==> src/rtl/instr_mem.sv <==
// Instruction memory with a sequential program loader and a registered,
// single-cycle-latency fetch port, sequenced by an IDLE/LOAD/READY controller.
module instr_mem #(
  parameter int          DEPTH  = 256,
  parameter int          AW     = 8,
  parameter logic [15:0] HLT_OP = 16'hF000
) (
  input  logic        clk,
  input  logic        rst_n,
  input  logic [15:0] iaddr,
  input  logic        rd_en,
  output logic [15:0] instr,
  output logic        instr_vld,
  output logic        addr_err,
  input  logic        ld_start,
  input  logic [15:0] ld_data,
  input  logic        ld_vld,
  input  logic        ld_done,
  output logic        ld_full,
  output logic        ready
);

  typedef enum logic [1:0] {
    IDLE  = 2'd0,
    LOAD  = 2'd1,
    READY = 2'd2
  } state_t;

  localparam logic [AW-1:0] LAST_IDX = AW'(DEPTH - 1);
  localparam logic [16:0]   DEPTH_W  = 17'(DEPTH);

  state_t        state, state_nxt;
  logic [AW-1:0] wptr, wptr_nxt, widx;
  logic          wr_en;
  logic          last_word;
  logic          rd_fire;
  logic          in_range;
  logic [15:0]   mem [DEPTH];

  // Full 16-bit compare so that addresses beyond DEPTH never alias onto low words.
  assign in_range = {1'b0, iaddr} < DEPTH_W;

  // A fetch in the same cycle as a load restart is dropped.
  assign rd_fire = (state == READY) && rd_en && !ld_start;

  // NOTE: every signal driven here gets a default first so no latch is inferred
  // on paths that do not mention it.
  always_comb begin
    state_nxt = state;
    wptr_nxt  = wptr;
    widx      = wptr;
    wr_en     = 1'b0;
    last_word = 1'b0;
    case (state)
      IDLE: begin
        if (ld_start) begin
          state_nxt = LOAD;
          wptr_nxt  = '0;
        end
      end
      LOAD: begin
        wr_en = ld_vld;
        if (ld_start) begin
          // Restart: a word arriving with the restart lands at index 0.
          widx     = '0;
          wptr_nxt = ld_vld ? AW'(1) : '0;
        end else begin
          if (ld_vld) begin
            wptr_nxt = wptr + AW'(1);
          end
          last_word = ld_vld && (wptr == LAST_IDX);
          if (ld_done || last_word) begin
            state_nxt = READY;
          end
        end
      end
      READY: begin
        if (ld_start) begin
          state_nxt = LOAD;
          wptr_nxt  = '0;
        end
      end
      default: begin
        state_nxt = IDLE;
      end
    endcase
  end

  // NOTE: sequential state uses non-blocking assignments so every register
  // samples the pre-edge values regardless of statement order.
  always_ff @(posedge clk or negedge rst_n) begin
    if (!rst_n) begin
      state     <= IDLE;
      wptr      <= '0;
      instr     <= '0;
      instr_vld <= 1'b0;
      addr_err  <= 1'b0;
      ld_full   <= 1'b0;
      ready     <= 1'b0;
    end else begin
      state     <= state_nxt;
      wptr      <= wptr_nxt;
      instr_vld <= rd_fire;
      addr_err  <= rd_fire && !in_range;
      ld_full   <= last_word;
      ready     <= (state_nxt == READY);
      if (rd_fire) begin
        instr <= in_range ? mem[iaddr[AW-1:0]] : HLT_OP;
      end
    end
  end

  // NOTE: the storage array has no reset so a program image survives a reset
  // and the array can map onto plain RAM.
  always_ff @(posedge clk) begin
    if (wr_en) begin
      mem[widx] <= ld_data;
    end
  end

endmodule
==> config.mk <==
export PLATFORM = sky130hd
export DESIGN_NAME = instr_mem
export DESIGN_NICKNAME = d
export VERILOG_FILES = /design/src/rtl/instr_mem.sv
export SDC_FILE = /design/constraint.sdc
export NUM_CORES = 2
export LEC_CHECK = 0
export BUFFER_PORTS_ARGS = -buffer_cell sky130_fd_sc_hd__buf_2
export CAP_MARGIN = 20
export CORE_MARGIN = 2
export CORE_UTILIZATION = 34
export DETAILED_ROUTE_END_ITERATION = 10
export SKIP_LAST_GASP = 1
export SYNTH_ARGS = -nofsm -noshare
export SYNTH_HDL_FRONTEND = slang
export SYNTH_SLANG_ARGS = --single-unit
==> constraint.sdc <==
create_clock -name clk -period 6.6 [get_ports clk]
set_clock_uncertainty 0.2 [all_clocks]
set_input_delay 0.99 -clock clk [delete_from_list [all_inputs] [get_ports clk]]
set_output_delay 0.99 -clock clk [all_outputs]
set_load 0.01 [all_outputs]
Word-level counts from Yosys, hierarchy flattened
Memories as Yosys holds them, arrays and structs flattened.
Index checks and enable logic that the tools add are counted.
{"block": "op_classes", "add_sub_neg": 1, "order_cmp": 1, "n_eq_ne": 5, "n_mux": 16, "n_reduce_logical": 11}
{"op": "two-way mux 8 bit", "count": 4}
{"op": "less-than comparator 16 x 9 -> 1 bit, second input constant", "count": 1}
{"op": "two-way mux 16 bit", "count": 1}
{"op": "case mux 8 bit (2 select lines)", "count": 1}
{"op": "adder 8 x 1 -> 8 bit, second input constant", "count": 1}
{"op": "equality test 8 bit, second input constant", "count": 1}
{"op": "two-way mux 1 bit", "count": 6}
{"op": "two-way mux 2 bit", "count": 3}
{"op": "equality test 2 bit, second input constant", "count": 2}
{"op": "logical AND 1 bit", "count": 4}
{"op": "case mux 2 bit (2 select lines)", "count": 1}
{"op": "!= test 3 bit, second input constant", "count": 1}
{"op": "equality test 2 x 1 -> 1 bit, second input constant", "count": 1}
{"op": "logical NOT 1 bit", "count": 2}
{"op": "logical NOT 2 bit", "count": 1}
{"op": "AND reduction 2 bit", "count": 1}
{"op": "nonzero test 2 bit", "count": 1}
{"op": "OR reduction 2 bit", "count": 1}
{"op": "logical OR 1 bit", "count": 1}
{"block": "totals", "register_bits": 30, "mem_bits_rw": 4096, "inputBits": 38, "output_inout_bits": 20, "wordCells": 42, "n_memories": 1}
{"name": "mem", "depth": 256, "word_bits": 16, "read_ports": 1, "rd_ports_with_merged_regs": 0, "write_ports": 1, "line_no": "38", "text": "logic [15:0] mem [DEPTH];"}

Depth between registers and ports, before layout
{"block": "depth", "word_depth": 7, "mapped_depth": 14}

Worst setup path before layout
No wires, ideal clock.
{"block": "synth_timing", "path_type": "input port to flip-flop", "startpoint": "input port ld_start", "endpoint": "memory mem[235][0], enable pin", "setup_ns": 0.388, "arrival_ns": 2.883, "required_ns": 6.012, "setup_slack_ns": 3.128, "stages": 6, "n_path_buf": 1, "path_cell_list": "nand2_1 nor2_1 nor3b_1 nand4_1 clkbuf_1 nor2_1"}
{"block": "synth_via", "elab_chain_len": 2}
{"element": "from (decl)", "line_no": "15", "text": "input logic ld_start,"}
{"element": "two-way mux 8 bit", "line_no": "63", "text": "if (ld_start) begin"}
{"element": "two-way mux 8 bit", "line_no": "54", "text": "case (state)"}
{"element": "to (decl)", "line_no": "38"}
No other way between the ends.

Worst setup path in the final report
{"block": "layout_timing", "startpoint": "input port iaddr[5]", "endpoint": "register instr[8]"}
{"block": "layout_via", "elab_chain_len": 2}
{"element": "from (decl)", "line_no": "10", "text": "input logic [15:0] iaddr,"}
{"element": "memory (256 x 16 bit) or less-than comparator 16 x 9 -> 1 bit (tied branches)"}
{"element": "two-way mux 16 bit (*)", "line_no": "108", "text": "instr <= in_range ? mem[iaddr[AW-1:0]] : HLT_OP;"}
{"element": "to (signal assigned)", "line_no": "108"}
{"element": "to (decl)", "line_no": "12", "text": "output logic [15:0] instr,"}
Every way passes the cells marked *; elsewhere a longest branch is shown, timed or not.
A chain may end at the register's enable or synchronous reset.

==> metrics.txt <==
outcome=finished with violations; failing checks=max-slew violations; worst reg2reg setup slack=2.04 ns; commonest cells after routing, fill and taps aside=edfxtp_1, mux4_2, buf_4, clkbuf_16, mux2i_1; worst reg2reg path depth=5; total gr overflow=0; fin worst setup slack=1.76 ns; FMAX=0.207 GHz; Mean Syn Cell Area=21.3 um2; Die X-Extent=689 um; Root Buffer=clkbuf_16; Yosys cell types=74; P_leak=57.2 nW; cts bufs inserted=409; Finished Core Util=39.2%; area grow syn2layout=14.8%; WL/cell=33.6 um; max-cap violations=0; Rows=251; vias per cell=5.71; clk sinks=4126; DP Worst Slack=0.890 ns; core region area=467000 um2; Worst-Margin Slew=1.65 ns; Initial Util=34.2%; global-route wire length before repair=672000 um; Cell Pwr Density=298 nW/um2; initial antenna violation count=24; Initial DRC Count=12800; clk buf depth=4; ys flop type=edfxtp_1; # DRC=0; final hold viol count=0; Die Y=689 um; WP data required=7.25 ns; clk_lat worst skew=1.02 ns; Worst Hold Class=primary input to flip-flop; Slew HR=-9.88%; Worst Hold Depth=2; Syn Inst Count=7484; total track usage=20.2%; total die area=475000 um2; share of cells above drive strength 1=26.5%; Routed WL=489000 um; commonest non-fill, non-tap cell in the layout=edfxtp_1; post-DP HPWL=302000 um; vias in the first global route=82000; fin crit period=4.84 ns; maximum vdd ir drop=223 uV; largest net degree at the start of global routing=185; syn nets=7523; Placed Area=170000 um2; Ys Warns=0; Final period util=73.3%; Seq cells post-synth=4126; clock slew at reported path FFs=0.07 ns; setup violators final=0; PortBufs=57; Post-synth ARST share=0.727%; Critical Path End Type=flip-flop; cell area after layout=183000 um2; Final nets=8060; Post-Route Setup TNS=0 ns; Slew Limit Fails=81; Ports=58; DRT Pass-1 Iters=7; H-tree depth=5; GP Congestion=0.951; unrepaired setup endpoints after global routing=false; critical setup path kind=primary input to flip-flop; crit path DAT=5.49 ns; CTS tree=done; Crit Path Max Fanout=22; Worst Setup Start Kind=primary input; vias=83200; EDFF count, synth=4096; Post-Syn Area=160000 um2; Post-DRT Antenna Nets=0; post-synthesis sequential area ratio=77.5%
==> worst max-delay path: stages <==
cell and delay (ns):
buf_2 0.80, inv_1 0.82, buf_4 0.46, and2_1 0.17, a211oi_1 0.65, a2111oi_0 0.18, clkbuf_2 0.19, nor4_1 0.99
o41ai_1 0.15
==> cell families (layout without fill, tap and decap cells) <==
family | Yosys count | count (layout) | share of synthesized area [%]
compound gates | 704 | 704 | 3.04
xor+xnor | 5 | 5 | 0.0274
fa+ha+maj | 1 | 1 | 0.00784
buf+inv | 447 | 1321 | 1.83
flops | 4126 | 4126 | 77.5
mux | 1294 | 1294 | 15.0
other cells | 0 | 14 | 0
simple gates | 907 | 907 | 2.57
==> timing repair <==
action / in CTS / in global routing
gates resized for setup: 0 / 0
buffers inserted: 0 / 0
setup endpoints to repair: 0 / 0
hold buffers: 1 / 0
endpoints found under the hold margin: 30 / 0
==> state kept, by name, summed over array words and instances, names as in the netlist <==
signal / cells
mem: 4096
state: 2
instr_vld: 1
addr_err: 1
ready: 1
wptr: 8
instr: 16
ld_full: 1
==> final cells by class <==
class                           count  area [um2]
Inverter                            7        36.3
Timing Repair Buffer              566        5080
Tap cell                         6198        7750
Antenna cell                       14        35.0
Fill cell                       41300      284000
Clock buffer                      497       10700
Multi-Input combinational cell   2911       33500
Clock inverter                    251        2460
Sequential cell                  4126      124000
==> synthesized netlist by cell type (24+ instances only) <==
library cell  instances  area (um2)
mux4_2              865       19500
a21oi_1             112         561
a211oi_1             61         458
edfxtp_1           4096      123000
clkbuf_1            138         518
a31oi_1              30         188
nor2b_1              57         357
nor2_1              355        1330
o21ai_0              62         310
buf_2               107         536
nand2_1             211         792
dfrtp_1              30         751
mux2i_1             396        3960
buf_4                86         646
o221ai_1             66         578
a22oi_1              69         518
nor3_1               82         410
nand4_1              26         163
nor4_1               32         200
o22ai_1             171        1070
nand3_1              65         325
mux2_2               24         270
buf_6                67         754
==> metal layers <==
metal | up-vias | global-route usage, % | part of all wire, %
met3 | 982 | 5.47 | 12
met1 | 44500 | 27.0 | 38
met4 | 14 | 8.13 | 4.8
met2 | 5227 | 31.2 | 46
li1 | 32500 | - | -
met5 | - | 0.204 | 0.045
==> path summary, 6_finish.rpt <==
check                              start      endpoint
worst max-delay path            iaddr[5]      instr[8]
max in group asynchronous          rst_n      instr[9]
worst min-delay path            ld_start      state[1]
worst min register to register  instr[8]      instr[8]
worst max register to register  state[1]  mem[218][10]
min in group asynchronous          rst_n       ld_full
==> where the power goes <==
part | switching (mW) | internal (mW) | total, mW
Clock | 10.0 | 12.9 | 22.9
Combinational | 2.00 | 0.884 | 2.88
Sequential | 0.0529 | 28.8 | 28.9
==> per-stage QoR <==
stage / hold WS [ns] / instances / power [mW]
detailed placement: 0.284 / 13800 / 32.3
global placement: 0.273 / 13800 / 32.2
finish: 0.180 / 14600 / 54.7
CTS: 0.0992 / 14500 / 54.9
floorplan: 0.311 / 7484 / 30.8
global route: 0.164 / 14600 / 56.0
Note: power is estimated with default switching activity, not from simulation.
